File: src/rtl/terrain_scroller_if.sv
// Pixel-side signal bundle for terrain_scroller: raster coordinates, control inputs,
// and the registered colour/hit/wrap outputs.
interface terrain_scroller_if #(
  parameter int SPEED_W = 4
);
  logic [15:0]        i_x;
  logic [15:0]        i_y;
  logic               i_v_sync;
  logic               i_active;
  logic               i_state_check;
  logic [SPEED_W-1:0] i_speed;
  logic [7:0]         o_red;
  logic [7:0]         o_green;
  logic [7:0]         o_blue;
  logic               o_sprite_hit;
  logic               o_wrap;
  logic [7:0]         o_wrap_count;

  modport master (
    output i_x, i_y, i_v_sync, i_active, i_state_check, i_speed,
    input  o_red, o_green, o_blue, o_sprite_hit, o_wrap, o_wrap_count
  );

  modport slave (
    input  i_x, i_y, i_v_sync, i_active, i_state_check, i_speed,
    output o_red, o_green, o_blue, o_sprite_hit, o_wrap, o_wrap_count
  );
endinterface

File: src/rtl/terrain_scroller.sv
// Scaled 16x16 2-bit terrain slab: per-pixel hit/colour with 1-clock latency,
// plus a once-per-frame diagonal move with respawn when it leaves the playfield.
module terrain_scroller #(
  parameter int          SCALE_X_SHIFT = 4,
  parameter int          SCALE_Y_SHIFT = 1,
  parameter int          DIR_X         = 0,
  parameter int          DIR_Y         = 1,
  parameter int          START_X       = 144,
  parameter int          START_Y       = 390,
  parameter int          RESPAWN_X     = 180,
  parameter int          RESPAWN_Y     = 360,
  parameter int          SCREEN_W      = 1280,
  parameter int          SCREEN_H      = 720,
  parameter int          SPEED_W       = 4,
  parameter logic [23:0] COLOR_FG      = 24'hA0A0A0
) (
  input logic               i_clk,
  input logic               i_rst,
  terrain_scroller_if.slave bus
);
  localparam logic [1:0] IDLE   = 2'd0;
  localparam logic [1:0] RUN    = 2'd1;
  localparam logic [1:0] FROZEN = 2'd2;

  // Slab occupies rows 5..10; index 0 is transparent.
  function automatic logic [1:0] bitmap(input logic [3:0] r, input logic [3:0] c);
    case (r)
      4'd5, 4'd10: bitmap = (c >= 4'd2 && c <= 4'd13) ? 2'd1 : 2'd0;
      4'd6, 4'd9:  bitmap = (c >= 4'd1 && c <= 4'd14) ? 2'd2 : 2'd0;
      4'd7, 4'd8:  bitmap = 2'd3;
      default:     bitmap = 2'd0;
    endcase
  endfunction

  logic [1:0] rom [256];
  for (genvar gi = 0; gi < 256; gi++) begin : g_rom
    assign rom[gi] = bitmap(4'(gi / 16), 4'(gi % 16));
  end

  logic [15:0]        x_reg, y_reg;
  logic [1:0]         state_reg, state_next;
  logic               v_sync_q_reg;
  logic [7:0]         red_reg, green_reg, blue_reg;
  logic               hit_reg, wrap_reg;
  logic [7:0]         wrap_count_reg;
  logic [SPEED_W-1:0] speed;
  logic               tick, do_move, respawn;
  logic [16:0]        nx, ny, x_end, y_end;
  logic               hit_x, hit_y, pix_on;
  logic [15:0]        dx, dy;
  logic [3:0]         col, row;
  logic [1:0]         idx;

  assign speed = bus.i_speed;
  assign tick  = bus.i_v_sync & ~v_sync_q_reg;

  assign nx = (DIR_X != 0) ? ({1'b0, x_reg} + 17'(speed)) : ({1'b0, x_reg} - 17'(speed));
  assign ny = (DIR_Y != 0) ? ({1'b0, y_reg} + 17'(speed)) : ({1'b0, y_reg} - 17'(speed));
  // Bit 16 is the borrow of a decrement below zero.
  assign respawn = nx[16] | (nx >= 17'(SCREEN_W)) | ny[16] | (ny >= 17'(SCREEN_H));

  always_comb begin
    state_next = state_reg;
    do_move    = 1'b0;
    case (state_reg)
      IDLE: begin
        if (tick && bus.i_active && !bus.i_state_check) begin
          state_next = RUN;
          do_move    = 1'b1;
        end
      end
      RUN: begin
        if (!bus.i_active)          state_next = IDLE;
        else if (bus.i_state_check) state_next = FROZEN;
        else if (tick)              do_move    = 1'b1;
      end
      FROZEN: begin
        if (!bus.i_active)           state_next = IDLE;
        else if (!bus.i_state_check) state_next = RUN;
      end
      default: state_next = IDLE;
    endcase
  end

  assign x_end  = {1'b0, x_reg} + (17'd16 << SCALE_X_SHIFT);
  assign y_end  = {1'b0, y_reg} + (17'd16 << SCALE_Y_SHIFT);
  assign hit_x  = ({1'b0, bus.i_x} >= {1'b0, x_reg}) && ({1'b0, bus.i_x} < x_end);
  assign hit_y  = ({1'b0, bus.i_y} >= {1'b0, y_reg}) && ({1'b0, bus.i_y} < y_end);
  assign dx     = bus.i_x - x_reg;
  assign dy     = bus.i_y - y_reg;
  assign col    = 4'(dx >> SCALE_X_SHIFT);
  assign row    = 4'(dy >> SCALE_Y_SHIFT);
  assign idx    = rom[{row, col}];
  assign pix_on = hit_x && hit_y && (idx != 2'd0);

  always_ff @(posedge i_clk) begin
    if (i_rst) begin
      x_reg          <= 16'(START_X);
      y_reg          <= 16'(START_Y);
      state_reg      <= IDLE;
      v_sync_q_reg   <= 1'b0;
      red_reg        <= 8'd0;
      green_reg      <= 8'd0;
      blue_reg       <= 8'd0;
      hit_reg        <= 1'b0;
      wrap_reg       <= 1'b0;
      wrap_count_reg <= 8'd0;
    end else begin
      v_sync_q_reg <= bus.i_v_sync;
      state_reg    <= state_next;
      wrap_reg     <= 1'b0;
      if (do_move) begin
        if (respawn) begin
          x_reg    <= 16'(RESPAWN_X);
          y_reg    <= 16'(RESPAWN_Y);
          wrap_reg <= 1'b1;
          if (wrap_count_reg != 8'hFF) wrap_count_reg <= wrap_count_reg + 8'd1;
        end else begin
          x_reg <= nx[15:0];
          y_reg <= ny[15:0];
        end
      end
      hit_reg   <= pix_on;
      red_reg   <= pix_on ? COLOR_FG[23:16] : 8'd0;
      green_reg <= pix_on ? COLOR_FG[15:8]  : 8'd0;
      blue_reg  <= pix_on ? COLOR_FG[7:0]   : 8'd0;
    end
  end

  assign bus.o_red        = red_reg;
  assign bus.o_green      = green_reg;
  assign bus.o_blue       = blue_reg;
  assign bus.o_sprite_hit = hit_reg;
  assign bus.o_wrap       = wrap_reg;
  assign bus.o_wrap_count = wrap_count_reg;
endmodule

File: src/flat_wrapper.sv
// flat-port wrapper written by rule: the top's interface ports become plain ports
module terrain_scroller_flat 
#(
  parameter int          SCALE_X_SHIFT = 4,
  parameter int          SCALE_Y_SHIFT = 1,
  parameter int          DIR_X         = 0,
  parameter int          DIR_Y         = 1,
  parameter int          START_X       = 144,
  parameter int          START_Y       = 390,
  parameter int          RESPAWN_X     = 180,
  parameter int          RESPAWN_Y     = 360,
  parameter int          SCREEN_W      = 1280,
  parameter int          SCREEN_H      = 720,
  parameter int          SPEED_W       = 4,
  parameter logic [23:0] COLOR_FG      = 24'hA0A0A0
)
  (i_clk, i_rst, bus_i_x, bus_i_y, bus_i_v_sync, bus_i_active, bus_i_state_check, bus_i_speed, bus_o_red, bus_o_green, bus_o_blue, bus_o_sprite_hit, bus_o_wrap, bus_o_wrap_count);
  terrain_scroller_if #(.SPEED_W(SPEED_W)) bus_i ();
  input logic i_clk;
  input logic i_rst;
  input wire logic [$bits(bus_i.i_x)-1:0] bus_i_x;
  input wire logic [$bits(bus_i.i_y)-1:0] bus_i_y;
  input wire logic [$bits(bus_i.i_v_sync)-1:0] bus_i_v_sync;
  input wire logic [$bits(bus_i.i_active)-1:0] bus_i_active;
  input wire logic [$bits(bus_i.i_state_check)-1:0] bus_i_state_check;
  input wire logic [$bits(bus_i.i_speed)-1:0] bus_i_speed;
  output wire logic [$bits(bus_i.o_red)-1:0] bus_o_red;
  output wire logic [$bits(bus_i.o_green)-1:0] bus_o_green;
  output wire logic [$bits(bus_i.o_blue)-1:0] bus_o_blue;
  output wire logic [$bits(bus_i.o_sprite_hit)-1:0] bus_o_sprite_hit;
  output wire logic [$bits(bus_i.o_wrap)-1:0] bus_o_wrap;
  output wire logic [$bits(bus_i.o_wrap_count)-1:0] bus_o_wrap_count;
  assign bus_i.i_x = bus_i_x;
  assign bus_i.i_y = bus_i_y;
  assign bus_i.i_v_sync = bus_i_v_sync;
  assign bus_i.i_active = bus_i_active;
  assign bus_i.i_state_check = bus_i_state_check;
  assign bus_i.i_speed = bus_i_speed;
  assign bus_o_red = bus_i.o_red;
  assign bus_o_green = bus_i.o_green;
  assign bus_o_blue = bus_i.o_blue;
  assign bus_o_sprite_hit = bus_i.o_sprite_hit;
  assign bus_o_wrap = bus_i.o_wrap;
  assign bus_o_wrap_count = bus_i.o_wrap_count;
  terrain_scroller #(.SCALE_X_SHIFT(SCALE_X_SHIFT), .SCALE_Y_SHIFT(SCALE_Y_SHIFT), .DIR_X(DIR_X), .DIR_Y(DIR_Y), .START_X(START_X), .START_Y(START_Y), .RESPAWN_X(RESPAWN_X), .RESPAWN_Y(RESPAWN_Y), .SCREEN_W(SCREEN_W), .SCREEN_H(SCREEN_H), .SPEED_W(SPEED_W), .COLOR_FG(COLOR_FG)) u_core (.i_clk(i_clk), .i_rst(i_rst), .bus(bus_i));
endmodule
File: config.mk
export PLATFORM = sky130hd
export DESIGN_NAME = terrain_scroller_flat
export DESIGN_NICKNAME = d
export VERILOG_FILES = /design/src/rtl/terrain_scroller_if.sv /design/src/rtl/terrain_scroller.sv /design/src/flat_wrapper.sv
export SDC_FILE = /design/constraint.sdc
export NUM_CORES = 1
export LEC_CHECK = 0
export BUFFER_PORTS_ARGS = -buffer_cell sky130_fd_sc_hd__buf_2
export CORE_UTILIZATION = 27
export DETAILED_ROUTE_END_ITERATION = 10
export SETUP_SLACK_MARGIN = 0.05
export SKIP_LAST_GASP = 1
export SLEW_MARGIN = 20
export SYNTH_ARGS = -nofsm -noshare
export SYNTH_HDL_FRONTEND = slang
export SYNTH_SLANG_ARGS = --single-unit
File: constraint.sdc
create_clock -name i_clk -period 4.42 [get_ports i_clk]
set_input_delay 0 -clock i_clk [delete_from_list [all_inputs] [get_ports i_clk]]
set_output_delay 0 -clock i_clk [all_outputs]
set_load 0.03 [all_outputs]
==> results_tabular.tex, run 1 <==
\begin{tabular}{lr}
\hline
Metric & Value \\
\hline
\multicolumn{2}{l}{\textbf{Worst setup path}} \\
Worst EP required & 4600 ps \\
Family of cells with the greatest summed delay on the critical path & simple AND/OR/NAND/NOR gates \\
Delay of the slowest cell on the worst path & 410 ps \\
Crit path launch type & register \\
Cell with the largest stage delay on the worst path & sky130\_fd\_sc\_hd\_\_fa\_1 \\
Sort of element at the end of the critical path & register \\
Count of buffering cells on the critical path with inverters included & 2 \\
Data arrival, critical path & 3620 ps \\
Start-to-end type of the worst setup path & register to register \\
Critical Path, Cell by Cell & inv\_1, ha\_1, fa\_1, nor2b\_1, o22a\_1, o21ai\_2, nand2\_1, mux2\_2, nor3\_1, nor4bb\_4, buf\_4, nor4b\_1, mux2\_1 \\
Highest fanout seen on the critical path & 23 \\
\multicolumn{2}{l}{\textbf{Power}} \\
Internal portion of total power & 0.0008288 W \\
Leakage component of the power & 2.104 nW \\
Total Power & 0.001214 W \\
Max IR drop VDD & 0.1589 mV \\
Sequential cell fraction of total power & 35.4\% \\
Clock network power share & 36.9\% \\
Pwr/cell area & 236.7 nW/um2 \\
Share of power burned in combinational logic & 27.8\% \\
Sw frac & 31.75\% \\
Switching power summed over all nets & 0.0003856 W \\
\multicolumn{2}{l}{\textbf{Timing}} \\
Smallest setup slack after layout & 975.6 ps \\
Share of the clock period used by the worst path & 77.93\% \\
Maximum clock frequency & 290.3 MHz \\
Hold violation count in the final report & 0 \\
Final setup violation count & 0 \\
Total count of max-transition violations in the final report & 0 \\
Max transition margin & 51.73\% \\
Setup TNS after final layout & 0 ps \\
RSZ-0062 raised after global routing & no \\
Final critical delay including setup and external delays & 3444 ps \\
Pin slew with the least headroom to its limit & 717.4 ps \\
Final worst clock skew & 6.455 ps \\
\multicolumn{2}{l}{\textbf{Clocking}} \\
Root buffer selected by CTS & sky130\_fd\_sc\_hd\_\_clkbuf\_16 \\
PostCTS Resize Cnt & 0 \\
Clock-pin transition on the worst setup and hold timing paths & 60 ps \\
TritonCTS sink count & 45 \\
TritonCTS clock tree & done \\
Hold-fix buffers at CTS & 3 \\
Post-CTS setup buffers & 0 \\
Clock latency of the later-clocked register in the worst-skew pair & 290 ps \\
H-tree lvl count & 2 \\
TritonCTS buffer count & 5 \\
Number of buffers on the longest clock path & 2 \\
\multicolumn{2}{l}{\textbf{Floorplan}} \\
Num rows & 47 \\
Floorplan die width & 131.8 um \\
\# IOs & 75 \\
DIE HEIGHT & 131.8 um \\
Die Outline Area & 17,370 um2 \\
Placeable Area & 16,520 um2 \\
Initial core utilization & 27.53\% \\
\multicolumn{2}{l}{\textbf{Detailed routing}} \\
Total Wirelength & 11.20 mm \\
1st-pass router iterations & 4 \\
Via count normalized by instance count & 4.923 \\
Number of vias in the routed layout & 4,170 \\
Violation count after the first detailed-routing iteration & 211 \\
Remaining antenna violation count & 0 \\
Post-route DRC violation count & 0 \\
Mean routed wirelength per cell & 13.22 um \\
\multicolumn{2}{l}{\textbf{Logic synthesis}} \\
Cell type with the highest aggregate area in the netlist & sky130\_fd\_sc\_hd\_\_dfxtp\_1 \\
Number of flops mapped to enable cells by yosys & 0 \\
Synth top area cells & sky130\_fd\_sc\_hd\_\_dfxtp\_1, sky130\_fd\_sc\_hd\_\_ha\_1, sky130\_fd\_sc\_hd\_\_buf\_4, sky130\_fd\_sc\_hd\_\_nor2\_1, sky130\_fd\_sc\_hd\_\_a21oi\_1 \\
Multiplexer area fraction after synthesis & 0.7426\% \\
Post-Synth Adder-Cell Area & 18.92\% \\
Parity-gate share of the synthesized area counting xor and xnor cells & 5.006\% \\
Post-synthesis sequential element count & 45 \\
Number of distinct standard cells referenced by the synthesized netlist & 69 \\
Gate Count Post-Synth & 586 \\
Mean instance size in the synthesized netlist & 7.763 um2 \\
Portion of the post-synthesis area used by sequential elements & 19.80\% \\
Portion of synthesized cell area occupied by the leading cell type & 19.80\% \\
Dominant synthesized flop cell & sky130\_fd\_sc\_hd\_\_dfxtp\_1 \\
Syn Std Cell Area & 4549 um2 \\
Main combinational cell family by area after synthesis & simple AND/OR/NAND/NOR gates \\
Synth Area in Simple Gates & 23.60\% \\
Post-synthesis async set-or-reset flop share & 0\% \\
YS warnings & 0 \\
Compound-Gate Fraction of Synth Area & 21.59\% \\
\multicolumn{2}{l}{\textbf{Global route}} \\
Global routing met3 resource utilization & 2.807\% \\
Number of antenna violations at the first check in global routing & 0 \\
Residual overflow from global routing & 0 \\
Met1 Resource Use GR & 17.64\% \\
Wire length of the first global-routing pass & 18.93 mm \\
Met2 track demand over resource & 21.31\% \\
Pin count of the biggest net entering global routing & 60 \\
Global-route layer with the greatest usage & met2 \\
All-layer global routing usage & 13.13\% \\
Vias in the first global route & 3,864 \\
\multicolumn{2}{l}{\textbf{Placed design}} \\
Final weighted congestion in routability-driven placement & 0.8072 \\
Worst setup timing slack at the placement stage & 977.4 ps \\
Number of instances in the placed design & 836 \\
Detailed placer's ending HPWL & 8.825 mm \\
Port bufs & 56 \\
\multicolumn{2}{l}{\textbf{Finish}} \\
Area of combinational cells with multiple inputs & 3261 um2 \\
Filler cell count in the final layout & 1,768 \\
Share of final-layout standard cells stronger than drive strength 1 & 14.19\% \\
Number of non-filler instances in the completed layout & 847 \\
Sequential cell area & 900.9 um2 \\
Final core occ & 31.04\% \\
Relative area change from synthesis to final layout & 12.76\% \\
Number of nets in the final layout & 734 \\
Antenna diode count & 0 \\
\multicolumn{2}{l}{\textbf{Run status}} \\
Run status & finished, final reports clean \\
\multicolumn{2}{l}{\textbf{Min path}} \\
Kind of path behind the tightest hold check & input pin to register \\
\multicolumn{2}{l}{\textbf{Job}} \\
Total of max-cap violations & 0 \\
\hline
\end{tabular}
Yosys cell counts, types with 2 or more instances:
cell type,n
sky130_fd_sc_hd__ha_1,64
sky130_fd_sc_hd__nor2_1,50
sky130_fd_sc_hd__dfxtp_1,45
sky130_fd_sc_hd__inv_1,45
sky130_fd_sc_hd__a21oi_1,34
sky130_fd_sc_hd__nor3_1,33
sky130_fd_sc_hd__o21ai_0,28
sky130_fd_sc_hd__nand3_1,27
sky130_fd_sc_hd__nand2_1,26
sky130_fd_sc_hd__buf_4,25
sky130_fd_sc_hd__xnor2_1,19
sky130_fd_sc_hd__clkbuf_1,17
sky130_fd_sc_hd__nor4_1,15
sky130_fd_sc_hd__a21o_1,14
sky130_fd_sc_hd__nand4_1,11
sky130_fd_sc_hd__nor2b_1,9
sky130_fd_sc_hd__a211oi_1,7
sky130_fd_sc_hd__o21ai_1,7
sky130_fd_sc_hd__xor2_1,7
sky130_fd_sc_hd__nand2b_1,6
sky130_fd_sc_hd__o31ai_1,6
sky130_fd_sc_hd__nor3b_1,5
sky130_fd_sc_hd__o31a_1,5
sky130_fd_sc_hd__a221oi_1,4
sky130_fd_sc_hd__a31oi_1,4
sky130_fd_sc_hd__nor4b_1,4
sky130_fd_sc_hd__a22oi_1,3
sky130_fd_sc_hd__and3_1,3
sky130_fd_sc_hd__buf_6,3
sky130_fd_sc_hd__fa_1,3
sky130_fd_sc_hd__o21a_1,3
sky130_fd_sc_hd__o21ai_2,3
sky130_fd_sc_hd__or2_2,3
sky130_fd_sc_hd__or3_1,3
sky130_fd_sc_hd__a2111oi_0,2
sky130_fd_sc_hd__a211o_1,2
sky130_fd_sc_hd__a21boi_0,2
sky130_fd_sc_hd__a311oi_1,2
sky130_fd_sc_hd__a41o_1,2
sky130_fd_sc_hd__a41oi_1,2
sky130_fd_sc_hd__buf_1,2
sky130_fd_sc_hd__mux2_1,2
sky130_fd_sc_hd__o211ai_1,2
sky130_fd_sc_hd__or3_4,2
layout by cell type (no fill, tap or decap), types with 3 or more instances in the layout:
| master | count |
|---|---|
| sky130_fd_sc_hd__a211oi_1 | 7 |
| sky130_fd_sc_hd__nand2_1 | 26 |
| sky130_fd_sc_hd__buf_2 | 56 |
| sky130_fd_sc_hd__o21a_1 | 3 |
| sky130_fd_sc_hd__dlygate4sd3_1 | 3 |
| sky130_fd_sc_hd__and3_1 | 3 |
| sky130_fd_sc_hd__o31ai_1 | 6 |
| sky130_fd_sc_hd__nor3_1 | 33 |
| sky130_fd_sc_hd__o21ai_2 | 3 |
| sky130_fd_sc_hd__o21ai_0 | 28 |
| sky130_fd_sc_hd__o31a_1 | 5 |
| sky130_fd_sc_hd__fa_1 | 3 |
| sky130_fd_sc_hd__conb_1 | 18 |
| sky130_fd_sc_hd__clkbuf_16 | 5 |
| sky130_fd_sc_hd__nor3b_1 | 5 |
| sky130_fd_sc_hd__xor2_1 | 7 |
| sky130_fd_sc_hd__a22oi_1 | 3 |
| sky130_fd_sc_hd__buf_4 | 5 |
| sky130_fd_sc_hd__nand4_1 | 11 |
| sky130_fd_sc_hd__inv_1 | 45 |
| sky130_fd_sc_hd__xnor2_1 | 19 |
| sky130_fd_sc_hd__ha_1 | 64 |
| sky130_fd_sc_hd__nor2_1 | 50 |
| sky130_fd_sc_hd__or2_2 | 3 |
| sky130_fd_sc_hd__a31oi_1 | 4 |
| sky130_fd_sc_hd__nor4b_1 | 4 |
| sky130_fd_sc_hd__nor2b_1 | 9 |
| sky130_fd_sc_hd__nor4_1 | 15 |
| sky130_fd_sc_hd__dfxtp_1 | 45 |
| sky130_fd_sc_hd__a221oi_1 | 4 |
| sky130_fd_sc_hd__o21ai_1 | 7 |
| sky130_fd_sc_hd__nand3_1 | 27 |
| sky130_fd_sc_hd__a21oi_1 | 34 |
| sky130_fd_sc_hd__a21o_1 | 14 |
| sky130_fd_sc_hd__or3_1 | 3 |
| sky130_fd_sc_hd__nand2b_1 | 6 |
worst register-to-register path, stage by stage (launching register included):
cell and delay (ps):
sky130_fd_sc_hd__dfxtp_1 360, sky130_fd_sc_hd__inv_1 50, sky130_fd_sc_hd__ha_1 190, sky130_fd_sc_hd__fa_1 410, sky130_fd_sc_hd__nor2b_1 190, sky130_fd_sc_hd__o22a_1 320, sky130_fd_sc_hd__o21ai_2 140, sky130_fd_sc_hd__nand2_1 110
sky130_fd_sc_hd__mux2_2 330, sky130_fd_sc_hd__nor3_1 260, sky130_fd_sc_hd__nor4bb_4 90, sky130_fd_sc_hd__buf_4 220, sky130_fd_sc_hd__nor4b_1 330, sky130_fd_sc_hd__mux2_1 340
metrics by stage:
stage	instance area (um2)	hold slack, ps
2_1_floorplan	4613	128.2
3_3_place_gp	4923	239.3
3_5_place_dp	4923	246.1
4_1_cts	5130	101.3
5_1_grt	5130	134.3
6_report	5130	111.7
power by group through the flow:
stage               registers (W)  logic, W  clock network (W)
floorplan                0.000434  0.000269                  0
global placement         0.000438  0.000335                  0
detailed placement       0.000438  0.000336                  0
CTS                      0.000429  0.000340           0.000464
global route             0.000431  0.000384           0.000479
finish                   0.000429  0.000337           0.000448
path summary, 6_finish.rpt:
kind	from	to	slack (ps)	depth (start not counted)
hold reg to reg	u_core.y_reg[0]	u_core.y_reg[0]	490	2
setup reg to reg	u_core.x_reg[0]	u_core.bus.o_wrap_count[4]	980	13
hold / removal	bus_i_active	u_core.state_reg[0]	110	4
setup / recovery	u_core.x_reg[0]	u_core.bus.o_wrap_count[4]	980	13
cell families (layout without fill, tap and decap cells):
group / Yosys count / in the layout
buf+inv: 93 / 117
compound gates: 145 / 145
mux: 3 / 3
simple gates: 206 / 206
fa+ha+maj: 67 / 67
other cells: 1 / 18
flops: 45 / 45
xor+xnor: 26 / 26
metal layers:
layer | vias up | share of wire (%) | routed length (um)
li1 | 2176 | - | -
met1 | 1904 | 48 | 5414
met2 | 81 | 46 | 5152
met3 | 9 | 4.8 | 534
met4 | 0 | 0.85 | 95
met5 | - | 0 | 0
final cells by class:
type	count	share of cell area, %
multi-input combinational	465	63.56
sequential	45	17.56
timing repair buffer	64	6.780
tap	220	5.366
inverter	45	3.293
clock buffer	6	2.707
clock inverter	2	0.7317
(Power assumes the default switching activity.)
==> inputs of run 2 (changes only) <==
==> constraint.sdc (replaced) <==
create_clock -name i_clk -period 3.6 [get_ports i_clk]
set_input_delay 0 -clock i_clk [delete_from_list [all_inputs] [get_ports i_clk]]
set_output_delay 0 -clock i_clk [all_outputs]
set_load 0.03 [all_outputs]
==> run 2 against run 1 <==
Compared with the run above: worst hold slack improved by 9.8 ps; count of clock-buffer cells in the layout fell by 1; die area did not move; core utilization rose by 0.33 points; sequential power rose by 23%; non-clock buffer count rose by 7; largest cell class unchanged; highest routed layer unchanged.
==> results_tabular.tex, run 2 (synthesis results as in run 1) <==
\begin{tabular}{lr}
\hline
Metric & Value \\
\hline
\multicolumn{2}{l}{\textbf{Run status}} \\
Run status & finished, final reports clean \\
\multicolumn{2}{l}{\textbf{Detailed routing}} \\
Post-route DRC violation count & 0 (unchanged) \\
1st-pass router iterations & 5 (+1) \\
Remaining antenna violation count & 0 (unchanged) \\
Number of vias in the routed layout & 4,153 (-0.41\%) \\
Mean routed wirelength per cell & 13.20 um (-0.13\%) \\
Total Wirelength & 11.26 mm (+0.58\%) \\
Violation count after the first detailed-routing iteration & 193 (-8.5\%) \\
Via count normalized by instance count & 4.869 (-1.1\%) \\
\multicolumn{2}{l}{\textbf{Finish}} \\
Antenna diode count & 0 (unchanged) \\
Leading cell types in the layout, fill and taps excluded & sky130\_fd\_sc\_hd\_\_ha\_1, sky130\_fd\_sc\_hd\_\_buf\_2, sky130\_fd\_sc\_hd\_\_nor2\_1, sky130\_fd\_sc\_hd\_\_inv\_1, sky130\_fd\_sc\_hd\_\_dfxtp\_1 \\
Number of nets in the final layout & 741 (+0.95\%) \\
Filler cell count in the final layout & 1,769 (+0.057\%) \\
Share of final-layout standard cells stronger than drive strength 1 & 15.32\% (+1.1 points) \\
Relative area change from synthesis to final layout & 13.97\% \\
Most common library cell in the layout ignoring fill and taps & sky130\_fd\_sc\_hd\_\_ha\_1 \\
Number of non-filler instances in the completed layout & 853 (+0.71\%) \\
\multicolumn{2}{l}{\textbf{Floorplan}} \\
Num rows & 47 (unchanged) \\
\# IOs & 75 (unchanged) \\
DIE HEIGHT & 131.8 um (unchanged) \\
Placeable Area & 16,520 um2 (unchanged) \\
Initial core utilization & 27.53\% (unchanged) \\
Die Outline Area & 17,370 um2 (unchanged) \\
Floorplan die width & 131.8 um (unchanged) \\
\multicolumn{2}{l}{\textbf{Global route}} \\
Number of antenna violations at the first check in global routing & 0 (unchanged) \\
All-layer global routing usage & 13.10\% (-0.035 points) \\
Vias in the first global route & 3,945 (+2.1\%) \\
Pin count of the biggest net entering global routing & 37 (-38\%) \\
Wire length of the first global-routing pass & 18.95 mm (about the same) \\
Residual overflow from global routing & 0 (unchanged) \\
\multicolumn{2}{l}{\textbf{Clocking}} \\
Clock-pin transition on the worst setup and hold timing paths & 60 ps (about the same) \\
TritonCTS sink count & 45 (unchanged) \\
TritonCTS buffer count & 5 (unchanged) \\
H-tree lvl count & 2 (unchanged) \\
Root buffer selected by CTS & sky130\_fd\_sc\_hd\_\_clkbuf\_16 \\
Post-CTS setup buffers & 0 (unchanged) \\
Clock latency of the later-clocked register in the worst-skew pair & 280 ps (about the same) \\
Number of buffers on the longest clock path & 2 (unchanged) \\
TritonCTS clock tree & done \\
\multicolumn{2}{l}{\textbf{Placed design}} \\
Detailed placer's ending HPWL & 8.986 mm (+1.8\%) \\
Final weighted congestion in routability-driven placement & 0.7866 (-2.6\%) \\
Number of instances in the placed design & 843 (+0.84\%) \\
Port bufs & 56 (unchanged) \\
Worst setup timing slack at the placement stage & 213.5 ps (-763.8 ps) \\
\multicolumn{2}{l}{\textbf{Power}} \\
Total Power & 0.001467 W (+21\%) \\
Pwr/cell area & 283.0 nW/um2 (+20\%) \\
Clock network power share & 35.2\% (-1.7 points) \\
Switching power summed over all nets & 0.0004661 W (+21\%) \\
Sequential cell fraction of total power & 35.9\% (+0.5 points) \\
Sw frac & 31.77\% (about the same) \\
Share of power burned in combinational logic & 28.9\% (+1.1 points) \\
Internal portion of total power & 0.001001 W (+21\%) \\
Leakage component of the power & 2.136 nW (+1.5\%) \\
Max IR drop VDD & 0.1822 mV (+15\%) \\
\multicolumn{2}{l}{\textbf{Timing}} \\
Maximum clock frequency & 303.0 MHz (+4.4\%) \\
Minimum hold slack & 121.5 ps (+9.834 ps) \\
Total count of max-transition violations in the final report & 0 (unchanged) \\
Setup TNS after final layout & 0 ps (unchanged) \\
Share of the clock period used by the worst path & 91.68\% (+14 points) \\
Hold violation count in the final report & 0 (unchanged) \\
Final critical delay including setup and external delays & 3301 ps (-143.8 ps) \\
Max transition margin & 55.40\% (+3.7 points) \\
RSZ-0062 raised after global routing & yes \\
Smallest setup slack after layout & 299.4 ps (-676.2 ps) \\
Pin slew with the least headroom to its limit & 669.0 ps (-48.47 ps) \\
Final setup violation count & 0 (unchanged) \\
Final worst clock skew & 6.234 ps (-0.2204 ps) \\
\multicolumn{2}{l}{\textbf{Worst setup path}} \\
Highest fanout seen on the critical path & 23 (unchanged) \\
Data arrival, critical path & 3470 ps (-150 ps) \\
Sort of element at the end of the critical path & register \\
Worst EP required & 3770 ps (-830 ps) \\
Start-to-end type of the worst setup path & register to register \\
Crit path launch type & register \\
\multicolumn{2}{l}{\textbf{Job}} \\
Total of max-cap violations & 0 (unchanged) \\
\multicolumn{2}{l}{\textbf{Min path}} \\
Kind of path behind the tightest hold check & input pin to register \\
\hline
\end{tabular}
-- run 2: cell types whose count changed in the layout (fill, tap and decap cells not counted) --
| cell | before | now |
|---|---|---|
| sky130_fd_sc_hd__nor3_2 | 0 | 1 |
| sky130_fd_sc_hd__o22a_2 | 0 | 1 |
| sky130_fd_sc_hd__nor3_1 | 33 | 32 |
| sky130_fd_sc_hd__clkinv_2 | 0 | 1 |
| sky130_fd_sc_hd__clkbuf_8 | 1 | 0 |
| sky130_fd_sc_hd__buf_4 | 5 | 11 |
| sky130_fd_sc_hd__clkinvlp_4 | 1 | 0 |
| sky130_fd_sc_hd__buf_12 | 0 | 1 |
| sky130_fd_sc_hd__o22a_1 | 1 | 0 |
-- run 2: path summary, 6_finish.rpt --
kind / from / end / slack [ps] / depth (start not counted)
worst max-delay path: u_core.x_reg[0] / u_core.bus.o_wrap_count[4] / 300 / 13
worst min-delay path: bus_i_active / u_core.state_reg[0] / 120 / 4
worst max register to register: u_core.x_reg[0] / u_core.bus.o_wrap_count[4] / 300 / 13
worst min register to register: u_core.y_reg[0] / u_core.y_reg[0] / 480 / 2
-- run 2: power groups by stage --
stage | Sequential, W | Clock, W | Combinational (W)
final | 0.000527 | 0.000516 | 0.000424
after global routing | 0.000528 | 0.000549 | 0.000477
after CTS | 0.000526 | 0.000528 | 0.000426
after detailed placement | 0.000537 | 0 | 0.000421
after global placement | 0.000537 | 0 | 0.000418
after floorplan | 0.000533 | 0 | 0.000330
-- run 2: metal layers --
layer	vias up	global-route usage, %	routed length, um
li1	2185	-	-
met1	1881	17.44	5574
met2	79	22.16	5143
met3	8	2.576	478
met4	0	2.003	65
met5	-	0	0
-- run 2: stage by stage --
stage / utilization (%) / area, um2
after global placement: 30.19 / 4989
final: 31.38 / 5185
after global routing: 31.38 / 5185
after CTS: 31.34 / 5179
after floorplan: - / 4613
after detailed placement: 30.19 / 4989
-- run 2: area by class of cell --
cell class | count | area [um2] | area share [%]
Tap cell | 220 | 275.3 | 5.309
Clock inverter | 2 | 35.03 | 0.6757
Timing Repair Buffer | 71 | 412.9 | 7.963
Clock buffer | 5 | 125.1 | 2.413
Multi-Input combinational cell | 465 | 3267 | 63.01
Inverter | 45 | 168.9 | 3.258
Sequential cell | 45 | 900.9 | 17.37
-- run 2: worst max-delay path, stage by stage, from the launching register on --
cell and delay (ps):
sky130_fd_sc_hd__dfxtp_1 350, sky130_fd_sc_hd__inv_1 50, sky130_fd_sc_hd__ha_1 200, sky130_fd_sc_hd__fa_1 400, sky130_fd_sc_hd__nor2b_1 180, sky130_fd_sc_hd__o22a_2 260
sky130_fd_sc_hd__o21ai_2 100, sky130_fd_sc_hd__nand2_1 100, sky130_fd_sc_hd__mux2_2 330, sky130_fd_sc_hd__nor3_1 260, sky130_fd_sc_hd__nor4bb_4 100, sky130_fd_sc_hd__buf_12 170
sky130_fd_sc_hd__nor4b_1 320, sky130_fd_sc_hd__mux2_1 350
-- run 2: what timing repair did --
action | in CTS | in global routing
endpoints found under the setup margin | 0 | 7
resized for setup | 0 | 2
hold buffers | 3 | 0
hold endpoints to repair | 2 | 0
==> inputs of run 3 (changes only) <==
--- a/config.mk
+++ b/config.mk
@@ -6,7 +6,7 @@
 export NUM_CORES = 1
 export LEC_CHECK = 0
 export BUFFER_PORTS_ARGS = -buffer_cell sky130_fd_sc_hd__buf_2
-export CORE_UTILIZATION = 27
+export CORE_UTILIZATION = 23
 export DETAILED_ROUTE_END_ITERATION = 10
 export SETUP_SLACK_MARGIN = 0.05
 export SKIP_LAST_GASP = 1
==> run 3 against run 2 <==
Compared with the run above: via count is 0.79% higher; global-route usage decreased by 1.6 points; cell area rose by 0.65%; clock skew barely moved; setup slack lost 20 ps; combinational power about the same; largest cell class unchanged; die area rose by 17%; worst hold slack worse by 21 ps; maximum frequency fell by 0.60%; largest power group unchanged; sequential share of layout area is 0.11 points lower; non-clock buffer count did not move.
==> results_tabular.tex, run 3 (synthesis results as in run 1) <==
\begin{tabular}{lr}
\hline
Metric & Value \\
\hline
\multicolumn{2}{l}{\textbf{Run status}} \\
Run status & finished, final reports clean \\
\multicolumn{2}{l}{\textbf{Finish}} \\
Relative area change from synthesis to final layout & 14.71\% \\
Leading cell types in the layout, fill and taps excluded & sky130\_fd\_sc\_hd\_\_ha\_1, sky130\_fd\_sc\_hd\_\_buf\_2, sky130\_fd\_sc\_hd\_\_nor2\_1, sky130\_fd\_sc\_hd\_\_inv\_1, sky130\_fd\_sc\_hd\_\_dfxtp\_1 \\
Sequential cell area & 900.9 um2 (unchanged) \\
Filler cell count in the final layout & 2,143 (+21\%) \\
Most common library cell in the layout ignoring fill and taps & sky130\_fd\_sc\_hd\_\_ha\_1 \\
Number of nets in the final layout & 741 (unchanged) \\
Share of final-layout standard cells stronger than drive strength 1 & 14.98\% (-0.34 points) \\
Antenna diode count & 0 (unchanged) \\
Area of combinational cells with multiple inputs & 3268 um2 (about the same) \\
Finished layout cell area & 5219 um2 (+0.65\%) \\
\multicolumn{2}{l}{\textbf{Floorplan}} \\
DIE HEIGHT & 142.6 um (+8.2\%) \\
\# IOs & 75 (unchanged) \\
Initial core utilization & 23.45\% (-4.1 points) \\
Num rows & 51 (+8.5\%) \\
Placeable Area & 19,400 um2 (+17\%) \\
Die Outline Area & 20,350 um2 (+17\%) \\
Floorplan die width & 142.6 um (+8.2\%) \\
\multicolumn{2}{l}{\textbf{Power}} \\
Total Power & 0.001405 W (-4.2\%) \\
Max IR drop VDD & 0.1697 mV (-6.9\%) \\
Leakage component of the power & 2.122 nW (-0.65\%) \\
Pwr/cell area & 269.3 nW/um2 (-4.8\%) \\
\multicolumn{2}{l}{\textbf{Timing}} \\
Smallest setup slack after layout & 279.3 ps (-20.07 ps) \\
Setup TNS after final layout & 0 ps (unchanged) \\
Hold violation count in the final report & 0 (unchanged) \\
Pin slew with the least headroom to its limit & 488.5 ps (-180.5 ps) \\
Final critical delay including setup and external delays & 3321 ps (+20.07 ps) \\
RSZ-0062 raised after global routing & no \\
Max transition margin & 67.09\% (+12 points) \\
Final worst clock skew & 6.268 ps (+0.03384 ps) \\
Maximum clock frequency & 301.1 MHz (-0.60\%) \\
Share of the clock period used by the worst path & 92.24\% (+0.56 points) \\
Final setup violation count & 0 (unchanged) \\
Total count of max-transition violations in the final report & 0 (unchanged) \\
\multicolumn{2}{l}{\textbf{Clocking}} \\
TritonCTS buffer count & 5 (unchanged) \\
Post-CTS setup buffers & 0 (unchanged) \\
Clock-pin transition on the worst setup and hold timing paths & 60 ps (about the same) \\
Root buffer selected by CTS & sky130\_fd\_sc\_hd\_\_clkbuf\_16 \\
TritonCTS clock tree & done \\
TritonCTS sink count & 45 (unchanged) \\
Number of buffers on the longest clock path & 2 (unchanged) \\
Clock latency of the later-clocked register in the worst-skew pair & 290 ps (about the same) \\
H-tree lvl count & 2 (unchanged) \\
\multicolumn{2}{l}{\textbf{Worst setup path}} \\
Critical path capture point & u\_core.bus.o\_wrap\_count[4] \\
Startpoint of the worst-slack reg-to-reg timing path & u\_core.x\_reg[0] \\
Worst EP required & 3780 ps (about the same) \\
Data arrival, critical path & 3500 ps (+30 ps) \\
Highest fanout seen on the critical path & 25 (+8.7\%) \\
Sort of element at the end of the critical path & register \\
End of the worst register-to-register path & u\_core.bus.o\_wrap\_count[4] \\
Crit path launch type & register \\
Cell count of the worst reg-to-reg path & 13 (unchanged) \\
Register-to-Register Setup Slack & 280 ps (-20 ps) \\
Cell with the largest stage delay on the worst path & sky130\_fd\_sc\_hd\_\_fa\_1 \\
Launching instance or port of the critical path & u\_core.x\_reg[0] \\
Critical Path, Cell by Cell & inv\_1, ha\_1, fa\_1, nor2b\_1, o22a\_2, o21ai\_2, nand2\_1, mux2\_2, nor3\_1, nor4bb\_4, buf\_12, nor4b\_1, mux2\_1 \\
Delay of the slowest cell on the worst path & 400 ps (about the same) \\
Start-to-end type of the worst setup path & register to register \\
\multicolumn{2}{l}{\textbf{Global route}} \\
Wire length of the first global-routing pass & 18.78 mm (-0.88\%) \\
Residual overflow from global routing & 0 (unchanged) \\
All-layer global routing usage & 11.50\% (-1.6 points) \\
Number of antenna violations at the first check in global routing & 0 (unchanged) \\
Vias in the first global route & 3,816 (-3.3\%) \\
Pin count of the biggest net entering global routing & 46 (+24\%) \\
\multicolumn{2}{l}{\textbf{Detailed routing}} \\
1st-pass router iterations & 4 (-1) \\
Post-route DRC violation count & 0 (unchanged) \\
Mean routed wirelength per cell & 12.87 um (-2.5\%) \\
M1 wire length & 5.574 mm (unchanged) \\
Met3 routed wirelength & 569 um (+19\%) \\
Via count normalized by instance count & 4.656 (-4.4\%) \\
Remaining antenna violation count & 0 (unchanged) \\
Total Wirelength & 11.57 mm (+2.8\%) \\
Top routing layer used & met4 \\
Met2 WL post-DR & 5.276 mm (+2.6\%) \\
Number of vias in the routed layout & 4,186 (+0.79\%) \\
Violation count after the first detailed-routing iteration & 211 (+9.3\%) \\
\multicolumn{2}{l}{\textbf{Placed design}} \\
Detailed placer's ending HPWL & 8.999 mm (+0.15\%) \\
Port bufs & 56 (unchanged) \\
Final weighted congestion in routability-driven placement & 0.7949 (+1.1\%) \\
Placed cell area & 5045 um2 (+1.1\%) \\
Worst setup timing slack at the placement stage & 221.6 ps (+8.039 ps) \\
\multicolumn{2}{l}{\textbf{Job}} \\
Total of max-cap violations & 0 (unchanged) \\
\multicolumn{2}{l}{\textbf{Min path}} \\
Hold\_sp & i\_rst \\
Kind of path behind the tightest hold check & input pin to register \\
Cell depth of the worst hold path & 2 (-2) \\
\hline
\end{tabular}
[run 3: how the worst min path moves through the flow]
| stage | slack [ps] | to |
|---|---|---|
| floorplan | 130 | u_core.v_sync_q_reg |
| global placement | 240 | u_core.v_sync_q_reg |
| detailed placement | 250 | u_core.v_sync_q_reg |
| CTS | 100 | u_core.y_reg[6] |
| global route | 110 | u_core.y_reg[6] |
| finish | 100 | u_core.y_reg[5] |
[run 3: metrics by stage]
step	util (%)	hold slack, ps	std cells
2_1_floorplan	-	128.2	603
3_3_place_gp	26.01	239.5	888
3_5_place_dp	26.01	249.8	888
4_1_cts	26.86	96.82	899
5_1_grt	26.90	114.7	899
6_report	26.90	100.9	899
[run 3: layout make-up]
cell class | count | share of cell area, %
clock buffer | 8 | 2.613
inverter | 45 | 3.237
multi-input combinational | 465 | 62.62
sequential | 45 | 17.26
tap | 265 | 6.353
timing repair buffer | 71 | 7.912
[run 3: report_power, final]
part,internal [W],switching [W]
Combinational,0.000169,0.000253
Sequential,0.000511,0.0000157
Clock,0.000259,0.000199
Total,0.000938,0.000467
[run 3: layer usage]
| layer | track usage, % | vias to the layer above |
|---|---|---|
| li1 | - | 2187 |
| met5 | 0 | - |
| met1 | 15.05 | 1898 |
| met3 | 2.414 | 14 |
| met2 | 19.14 | 87 |
| met4 | 2.773 | 0 |
[run 3: critical path, delay by kind of cell, from the launching register on]
family                     cells  cell delay, ps
and+or+nand+nor                5             990
muxes                          2             680
adders and majority gates      2             590
AOI/OAI and AO/OA              2             380
DFF                            1             350
buffers and inverters          2             220
[run 3: what timing repair did]
action / 4_1_cts / 5_1_grt
resized for setup: 0 / 2
hold buffers: 3 / 0
hold endpoints to repair: 2 / 0
endpoints found under the setup margin: 0 / 3
